**src/rtl/transpose_stream_ctrl.sv**
```systemverilog
// Row-major in, column-major out stream controller for a circulant
// transpose buffer: fills a frame, then drains it through a 4-deep FIFO.
module transpose_stream_ctrl #(
  parameter int MATRIX_DIM = 4,
  parameter int COL_WIDTH  = 8,
  parameter int WORD_LEN   = 32,
  parameter int ADDR_LEN   = $clog2(MATRIX_DIM)
) (
  input  logic                clk,
  input  logic                rst,
  input  logic [WORD_LEN-1:0] in_data,
  input  logic                in_valid,
  output logic                in_ready,
  output logic [WORD_LEN-1:0] out_data,
  output logic                out_valid,
  input  logic                out_ready,
  output logic                mem_write_en,
  output logic [ADDR_LEN-1:0] mem_write_row,
  output logic [ADDR_LEN-1:0] mem_write_col,
  output logic [WORD_LEN-1:0] mem_data_in,
  output logic                mem_read_en,
  output logic [ADDR_LEN-1:0] mem_read_row,
  output logic [ADDR_LEN-1:0] mem_read_col,
  output logic                mem_barrel_shift_en,
  input  logic [WORD_LEN-1:0] mem_data_out,
  output logic                busy,
  output logic                frame_done
);

  localparam int CPW = WORD_LEN / COL_WIDTH;
  localparam int WPR = MATRIX_DIM / CPW;
  localparam int FW  = MATRIX_DIM * WPR;
  localparam int WW  = (WPR > 1) ? $clog2(WPR) : 1;
  localparam int RW  = $clog2(FW + 1);

  localparam logic [WW-1:0]       WLAST = WW'(WPR - 1);
  localparam logic [ADDR_LEN-1:0] RLAST = ADDR_LEN'(MATRIX_DIM - 1);
  localparam logic [RW-1:0]       FWC   = RW'(FW);

  typedef enum logic {FILL, DRAIN} state_e;

  state_e              state_q, state_d;
  logic [ADDR_LEN-1:0] wr_row_q, wr_row_d;
  logic [WW-1:0]       wr_word_q, wr_word_d;
  logic [ADDR_LEN-1:0] rd_col_q, rd_col_d;
  logic [WW-1:0]       rd_grp_q, rd_grp_d;
  logic [RW-1:0]       issued_q, issued_d;
  logic                v1_q, v2_q;
  logic [WORD_LEN-1:0] fifo_q [4];
  logic [1:0]          wp_q, rp_q;
  logic [2:0]          cnt_q;
  logic [2:0]          credit;
  logic                issue, push, pop;

  // Outstanding words = reads still in the memory pipe plus FIFO contents.
  assign credit = 3'(v1_q) + 3'(v2_q) + cnt_q;
  assign push   = v2_q;
  assign out_data = fifo_q[rp_q];

  always_comb begin
    state_d   = state_q;
    wr_row_d  = wr_row_q;
    wr_word_d = wr_word_q;
    rd_col_d  = rd_col_q;
    rd_grp_d  = rd_grp_q;
    issued_d  = issued_q;
    issue     = 1'b0;
    in_ready  = 1'b0;
    busy      = 1'b0;
    frame_done   = 1'b0;
    out_valid    = 1'b0;
    mem_write_en = 1'b0;
    mem_read_en  = 1'b0;
    mem_barrel_shift_en = 1'b0;
    mem_data_in   = in_data;
    mem_write_row = wr_row_q;
    mem_write_col = ADDR_LEN'(32'(wr_word_q) * CPW);
    mem_read_row  = ADDR_LEN'(32'(rd_grp_q) * CPW);
    mem_read_col  = rd_col_q;
    if (!rst) begin
      out_valid = (cnt_q != 3'd0);
      unique case (state_q)
        FILL: begin
          in_ready = 1'b1;
          if (in_valid) begin
            mem_write_en = 1'b1;
            if (wr_word_q == WLAST) begin
              wr_word_d = '0;
              if (wr_row_q == RLAST) begin
                wr_row_d = '0;
                state_d  = DRAIN;
              end else begin
                wr_row_d = wr_row_q + 1'b1;
              end
            end else begin
              wr_word_d = wr_word_q + 1'b1;
            end
          end
        end
        DRAIN: begin
          busy = 1'b1;
          if (credit < 3'd4 && issued_q != FWC) begin
            issue       = 1'b1;
            mem_read_en = 1'b1;
            mem_barrel_shift_en = 1'b1;
            issued_d = issued_q + 1'b1;
            if (rd_grp_q == WLAST) begin
              rd_grp_d = '0;
              rd_col_d = rd_col_q + 1'b1;
            end else begin
              rd_grp_d = rd_grp_q + 1'b1;
            end
          end
          if (issued_q == FWC && !v1_q && !v2_q &&
              cnt_q == 3'd1 && out_ready) begin
            frame_done = 1'b1;
            state_d    = FILL;
            issued_d   = '0;
            rd_col_d   = '0;
            rd_grp_d   = '0;
          end
        end
        default: state_d = FILL;
      endcase
    end
  end

  assign pop = out_valid && out_ready;

  always_ff @(posedge clk) begin
    if (rst) begin
      state_q   <= FILL;
      wr_row_q  <= '0;
      wr_word_q <= '0;
      rd_col_q  <= '0;
      rd_grp_q  <= '0;
      issued_q  <= '0;
      v1_q      <= 1'b0;
      v2_q      <= 1'b0;
      wp_q      <= '0;
      rp_q      <= '0;
      cnt_q     <= '0;
    end else begin
      state_q   <= state_d;
      wr_row_q  <= wr_row_d;
      wr_word_q <= wr_word_d;
      rd_col_q  <= rd_col_d;
      rd_grp_q  <= rd_grp_d;
      issued_q  <= issued_d;
      v1_q      <= issue;
      v2_q      <= v1_q;
      if (push) wp_q <= wp_q + 2'd1;
      if (pop)  rp_q <= rp_q + 2'd1;
      cnt_q <= cnt_q + 3'(push) - 3'(pop);
    end
  end

  always_ff @(posedge clk) begin
    if (!rst && push) fifo_q[wp_q] <= mem_data_out;
  end

endmodule
```
**config.mk**
```make
export PLATFORM = sky130hd
export DESIGN_NAME = transpose_stream_ctrl
export DESIGN_NICKNAME = d
export VERILOG_FILES = /design/src/rtl/transpose_stream_ctrl.sv
export SDC_FILE = /design/constraint.sdc
export NUM_CORES = 1
export LEC_CHECK = 0
export ABC_AREA = 0
export BUFFER_PORTS_ARGS = -buffer_cell sky130_fd_sc_hd__buf_4
export CORE_MARGIN = 4
export CORE_UTILIZATION = 53
export CTS_BUF_LIST = sky130_fd_sc_hd__clkbuf_16
export CTS_CLUSTER_SIZE = 28
export DETAILED_ROUTE_END_ITERATION = 12
export GPL_ROUTABILITY_DRIVEN = 0
export GPL_TIMING_DRIVEN = 0
export PLACE_DENSITY = 0.88
export SLEW_MARGIN = 40
export SYNTH_ARGS = -nofsm -noshare
export SYNTH_HDL_FRONTEND = slang
export SYNTH_SLANG_ARGS = --single-unit
```
**constraint.sdc**
```tcl
create_clock -name clk -period 2.7 [get_ports clk]
set_clock_uncertainty 0.05 [all_clocks]
set_input_delay 0.27 -clock clk [delete_from_list [all_inputs] [get_ports clk]]
set_output_delay 0.27 -clock clk [all_outputs]
set_load 0.01 [all_outputs]
```
==> results.py, run 1 <==
metrics = {
    "outcome": {
        "outcome": "finished, final reports clean",
    },
    "timing": {
        "drv_slew": 0,
        "setup_violations": 0,
        "finalCritPeriodShare": 0.912,
        "tightest_slew_ps": 689,
        "fin_ws_ps": 237,
        "hold_viol": 0,
        "fmax_mhz": 406,
        "layout_min_cycle_time_ps": 2460,
        "holdWs_ps": 18.0,
        "rsz0062_at_grt": "no",
        "slew_headroom": 0.541,
        "fin_setup_tns_ps": 0,
    },
    "grt": {
        "grt_pass1_vias": 3382,
        "grt_pass1_wl_mm": 17.5,
        "grt_max_degree": 33,
        "overflow": 0,
        "globalRouteTotalUtil": 0.182,
        "grt_antenna_before_repair": 0,
    },
    "clock_tree": {
        "ctsLongestPathBuffers": 2,
        "cts_resized": 0,
        "numCtsBuffers": 17,
        "cts_tree": "yes",
        "insertion_delay_ps": 410,
        "h-tree-depth": 4,
        "post_cts_buffers": 0,
        "clock_sinks": 147,
        "clkTransAtPathRegs_ps": 60,
        "cts_root_buf": "clkbuf_16",
        "cts_hold_buf": 20,
    },
    "die": {
        "fp.dieH_um": 113,
        "die_width_um": 113,
        "die-area_mm2": 0.0128,
        "pin_count": 147,
        "coreArea_mm2": 0.0108,
        "start_util": 0.541,
        "rows": 38,
    },
    "place": {
        "io_buffers": 110,
        "dp_hpwl_mm": 7.11,
        "pre_cts_slack_ps": 430,
        "dp.cells": 561,
        "place_area_mm2": 0.00689,
    },
    "min_path": {
        "whs_path_depth": 1,
        "hp-class": "in -> reg",
        "hold_start": "mem_data_out[9]",
        "min_to": "fifo_q[2][9]",
    },
    "worst_setup_path": {
        "critical_path_class": "reg -> out",
        "max_stage_delay_ps": 390,
        "worstPathArrival_ps": 2140,
        "crit_path_end_kind": "output pin",
        "worst_path_max_delay_cell": "dfxtp_1",
        "r2r-end": "cnt_q[2]",
        "critPathMaxFanout": 6,
        "cp.required_ps": 2380,
        "r2r-start": "cnt_q[1]",
        "r2r_slack_ps": 410,
        "reg2regPathDepth": 9,
        "startpoint_type": "flip-flop",
        "worstPathCellList": "ha_1 > a21o_1 > and3_2 > o211ai_2 > inv_1 > buf_4 > buf_4",
        "path_common_cell": "buf_4",
    },
    "pwr": {
        "power_frac_comb": 0.114,
        "switching_share": 0.221,
        "pwr_density_cell_mw_per_mm2": 686,
        "p_clk_frac": 0.406,
        "intPower_mw": 4.09,
        "switchingPower_mw": 1.16,
        "p_total_mw": 5.24,
        "seq_power_share": 0.480,
        "peakVddDrop_mv": 0.390,
        "p_leak_nw": 2.82,
    },
    "synthesis": {
        "ys_seq_area_frac": 0.720,
        "synth_area_mm2": 0.00587,
        "ys_warn_count": 0,
        "synth_seq_cells": 147,
        "synth_cell_types": 32,
        "syn_area_per_cell_um2": 19.1,
        "syn_inst": 308,
    },
    "routing": {
        "met3_length_um": 751,
        "via_count": 3185,
        "dr_wl_met2_mm": 6.02,
        "wl_per_cell_um": 18.3,
        "routed.top_layer": "met4",
        "met1_length_mm": 4.37,
        "first_iter_violations": 157,
        "final_antenna_net_count": 0,
        "drc_errors": 0,
        "via_per_inst": 5.19,
        "drtPass1Iterations": 4,
        "drt-total-wl_mm": 11.2,
    },
    "layout": {
        "fin_nets": 540,
        "fin_cells": 614,
        "num_antenna_cells": 0,
        "final_area_mm2": 0.00765,
        "final_core_util": 0.705,
        "area_growth_pct": 30.3,
        "final_layout_size_suffix_gt1_frac": 0.470,
    },
    "job": {
        "maxCapViolations": 0,
    },
}
worst max-delay path: cells and delay by family (launching register included):
family,cells,cell delay (ps)
buf+inv,3,400
flops,1,390
fa+ha+maj,1,250
simple gates,1,220
compound gates,2,480
how the worst max path moves through the flow:
stage / from / endpoint / slack, ps / cells after the start
after floorplan: cnt_q[1] / cnt_q[2] / 590 / 9
after global placement: rst / fifo_q[0][15] / -50 / 4
after detailed placement: cnt_q[1] / cnt_q[2] / 430 / 9
after CTS: cnt_q[0] / mem_read_en / 210 / 7
after global routing: cnt_q[0] / mem_read_en / 100 / 7
final: cnt_q[0] / mem_read_en / 240 / 7
synth_stat cells:
library cell,n,share of area
nor3b_2,1,0.0021
nor2_1,14,0.0090
ha_1,10,0.021
and4bb_4,1,0.0028
xnor2_1,7,0.010
inv_1,13,0.0083
conb_1,1,0.00064
o211ai_2,1,0.0021
and2_1,5,0.0053
edfxtp_1,128,0.65
nand4_1,2,0.0021
dfxtp_1,19,0.065
fa_1,1,0.0034
buf_4,40,0.051
buf_1,3,0.0019
mux2i_1,2,0.0034
a21o_1,1,0.0013
o22ai_1,2,0.0021
or3b_4,1,0.0019
a21oi_1,3,0.0026
nand2b_1,3,0.0032
mux4_2,32,0.12
o32ai_1,3,0.0045
and3_1,1,0.0011
o21ai_2,1,0.0015
nor3_1,3,0.0026
and4bb_2,1,0.0021
nand2_1,1,0.00064
nor2b_1,3,0.0032
and3_2,1,0.0013
a31oi_4,1,0.0036
clkbuf_1,3,0.0019
flip-flops by register name (all words and copies together) (netlist names), named ones only:
register       count
fifo_q           128
cnt_q              3
issued_q           3
mem_read_col       2
mem_write_row      2
rp_q               2
wp_q               2
push               1
state_q            1
v1_q               1
power groups by stage:
stage	clock network [mW]	logic (mW)	registers, mW
final	2.13	0.600	2.51
after global routing	2.29	0.651	2.52
after CTS	2.16	0.609	2.51
after detailed placement	0	0.581	2.56
after global placement	0	0.567	2.56
after floorplan	0	0.354	2.56
cells in the final DEF, fill, tap and decap left out, types with 2 or more instances in the layout:
master and count:
nor2b_1 3, nor2_1 14, buf_1 3, dfxtp_1 19, and2_4 4, ha_1 10, a21oi_1 3, mux2i_1 2
nand2b_1 3, conb_1 4, clkinv_2 3, nor3_1 3, clkbuf_1 3, inv_1 16, xnor2_1 7, dlygate4sd3_1 21
nand4_1 2, buf_4 150, mux4_2 32, clkinvlp_4 6, o32ai_1 3, clkbuf_16 17, edfxtp_1 128, inv_6 2
o22ai_1 2
final cells by class:
class,instances,area (um^2)
repair buffers,131,1040
well taps,140,175
plain buffers,46,323
multi-input cells,105,1290
clock buffers,17,425
flip-flops and latches,147,4220
clock inverters,15,119
inverters,13,48.8
fillers,694,3190
per-layer routing:
metal / vias up / track usage
met5: - / 0
met4: 0 / 0.0577
met3: 7 / 0.0551
met2: 142 / 0.308
met1: 1575 / 0.226
li1: 1461 / -
cell families after synthesis:
logic type / synth area share
mux: 0.126
fa+ha+maj: 0.0247
simple gates: 0.0373
flops: 0.720
xor+xnor: 0.0104
other cells: 0.000639
buf+inv: 0.0633
compound gates: 0.0177
Power figures use the tool's default switching activity.
==> inputs of run 2 (changes only) <==
--- a/config.mk
+++ b/config.mk
@@ -14,6 +14,7 @@
 export DETAILED_ROUTE_END_ITERATION = 12
 export GPL_ROUTABILITY_DRIVEN = 0
 export GPL_TIMING_DRIVEN = 0
+export MAX_ROUTING_LAYER = met4
 export PLACE_DENSITY = 0.88
 export SLEW_MARGIN = 40
 export SYNTH_ARGS = -nofsm -noshare
==> run 2 against run 1 <==
Against the previous run:
- largest cell class unchanged
- wire length up 0.41%
- highest routed layer unchanged
- core utilization unchanged
- first-iteration DRC count up 18%
==> results.py, run 2 (same netlist as run 1, synthesis figures left out) <==
metrics = {
    "outcome": {
        "outcome": "finished, final reports clean",
    },
    "clock_tree": {
        "h-tree-depth": 4,
        "insertion_delay_ps": 410,
        "clkTransAtPathRegs_ps": 60,
        "numCtsBuffers": 17,
        "ctsLongestPathBuffers": 2,
        "clock_sinks": 147,
        "cts_root_buf": "clkbuf_16",
        "cts_hold_buf": 20,
        "cts_resized": 0,
        "cts_tree": "yes",
        "post_cts_buffers": 0,
    },
    "grt": {
        "grt_pass1_vias": 3378,
        "grt_max_degree": 33,
        "grt_antenna_before_repair": 0,
        "globalRouteTotalUtil": 0.187,
        "grt_pass1_wl_mm": 17.5,
        "overflow": 0,
    },
    "min_path": {
        "min_to": "fifo_q[1][13]",
        "hp-class": "in -> reg",
        "hold_start": "mem_data_out[13]",
        "whs_path_depth": 1,
    },
    "timing": {
        "fin_ws_ps": 225,
        "fmax_mhz": 404,
        "finalCritPeriodShare": 0.917,
        "drv_slew": 0,
        "setup_violations": 0,
        "layout_min_cycle_time_ps": 2470,
        "rsz0062_at_grt": "no",
        "tightest_slew_ps": 692,
        "hold_viol": 0,
        "slew_headroom": 0.538,
        "fin_setup_tns_ps": 0,
    },
    "pwr": {
        "p_leak_nw": 2.82,
        "p_clk_frac": 0.405,
        "pwr_density_cell_mw_per_mm2": 685,
        "switching_share": 0.220,
        "power_frac_comb": 0.115,
        "seq_power_share": 0.480,
        "switchingPower_mw": 1.15,
        "intPower_mw": 4.09,
        "p_total_mw": 5.24,
        "peakVddDrop_mv": 0.390,
    },
    "job": {
        "maxCapViolations": 0,
    },
    "layout": {
        "area_growth_pct": 30.3,
        "fin_nets": 540,
        "largest-register": "fifo_q",
        "largest_reg_flops": 128,
        "num_antenna_cells": 0,
        "final_layout_size_suffix_gt1_frac": 0.470,
        "final_core_util": 0.705,
        "final_cell_mix": "buf_4 (150), edfxtp_1 (128), mux4_2 (32), dlygate4sd3_1 (21), dfxtp_1 (19)",
        "top_regs": "fifo_q (128), cnt_q (3), issued_q (3)",
        "final_common_cell": "buf_4",
    },
    "worst_setup_path": {
        "r2r_slack_ps": 400,
        "worstPathArrival_ps": 2150,
        "critical_path_class": "reg -> out",
        "startpoint_type": "flip-flop",
        "r2r-end": "cnt_q[2]",
        "reg2regPathDepth": 9,
        "critPathMaxFanout": 6,
        "crit_path_end_kind": "output pin",
        "r2r-start": "cnt_q[1]",
        "cp.required_ps": 2380,
    },
    "die": {
        "die-area_mm2": 0.0128,
        "die_width_um": 113,
        "start_util": 0.541,
        "rows": 38,
        "pin_count": 147,
        "fp.dieH_um": 113,
        "coreArea_mm2": 0.0108,
    },
    "place": {
        "dp_hpwl_mm": 7.11,
        "pre_cts_slack_ps": 430,
        "io_buffers": 110,
    },
    "routing": {
        "via_count": 3167,
        "first_iter_violations": 186,
        "drc_errors": 0,
        "final_antenna_net_count": 0,
        "drtPass1Iterations": 4,
        "drt-total-wl_mm": 11.3,
        "via_per_inst": 5.16,
        "wl_per_cell_um": 18.3,
    },
}
==> run 2: cell counts in the layout (fill, tap and decap cells not counted) <==
Identical to the previous run, type by type.
==> run 2: worst max-delay path, cell delays in order, from the launching register on <==
cell      delay [ps]
dfxtp_1          390
ha_1             250
a21o_1           210
and3_2           220
o211ai_2         280
inv_1            120
buf_4            150
buf_4            130
==> run 2: through the flow <==
stage / cells / hold WS (ps) / instance area, um^2
6_report: 614 / 18.3 / 7650
5_1_grt: 614 / 0.838 / 7650
4_1_cts: 613 / 0.109 / 7640
3_5_place_dp: 561 / 423 / 6890
3_3_place_gp: 561 / 419 / 6880
2_1_floorplan: 311 / 319 / 5880
==> run 2: worst max-delay path by stage <==
stage,startpoint,to,slack (ps),depth (start not counted)
finish,cnt_q[0],mem_read_en,230,7
global route,cnt_q[0],mem_read_en,100,7
CTS,cnt_q[0],mem_read_en,210,7
detailed placement,cnt_q[1],cnt_q[2],430,9
global placement,rst,fifo_q[0][15],-50,4
floorplan,cnt_q[1],cnt_q[2],590,9
==> run 2: power groups by stage <==
| stage | clock (mW) | combinational [mW] | sequential [mW] |
|---|---|---|---|
| 6_report | 2.12 | 0.601 | 2.52 |
| 5_1_grt | 2.29 | 0.651 | 2.52 |
| 4_1_cts | 2.16 | 0.609 | 2.51 |
| 3_5_place_dp | 0 | 0.581 | 2.56 |
| 3_3_place_gp | 0 | 0.567 | 2.56 |
| 2_1_floorplan | 0 | 0.354 | 2.56 |
==> run 2: cell type report <==
class	count	area (um^2)
inverter	13	48.8
multi-input combinational	105	1290
sequential	147	4220
clock buffer	17	425
timing repair buffer	131	1040
buffer	46	323
tap	140	175
fill	694	3190
clock inverter	15	119
==> run 2: per-layer routing <==
metal,wire [um],track usage,part of all wire,vias up
met5,0,-,0,-
met2,6030,0.308,0.54,134
li1,-,-,-,1461
met1,4540,0.230,0.40,1570
met3,676,0.0508,0.060,2
met4,7,0.0553,0.00062,0
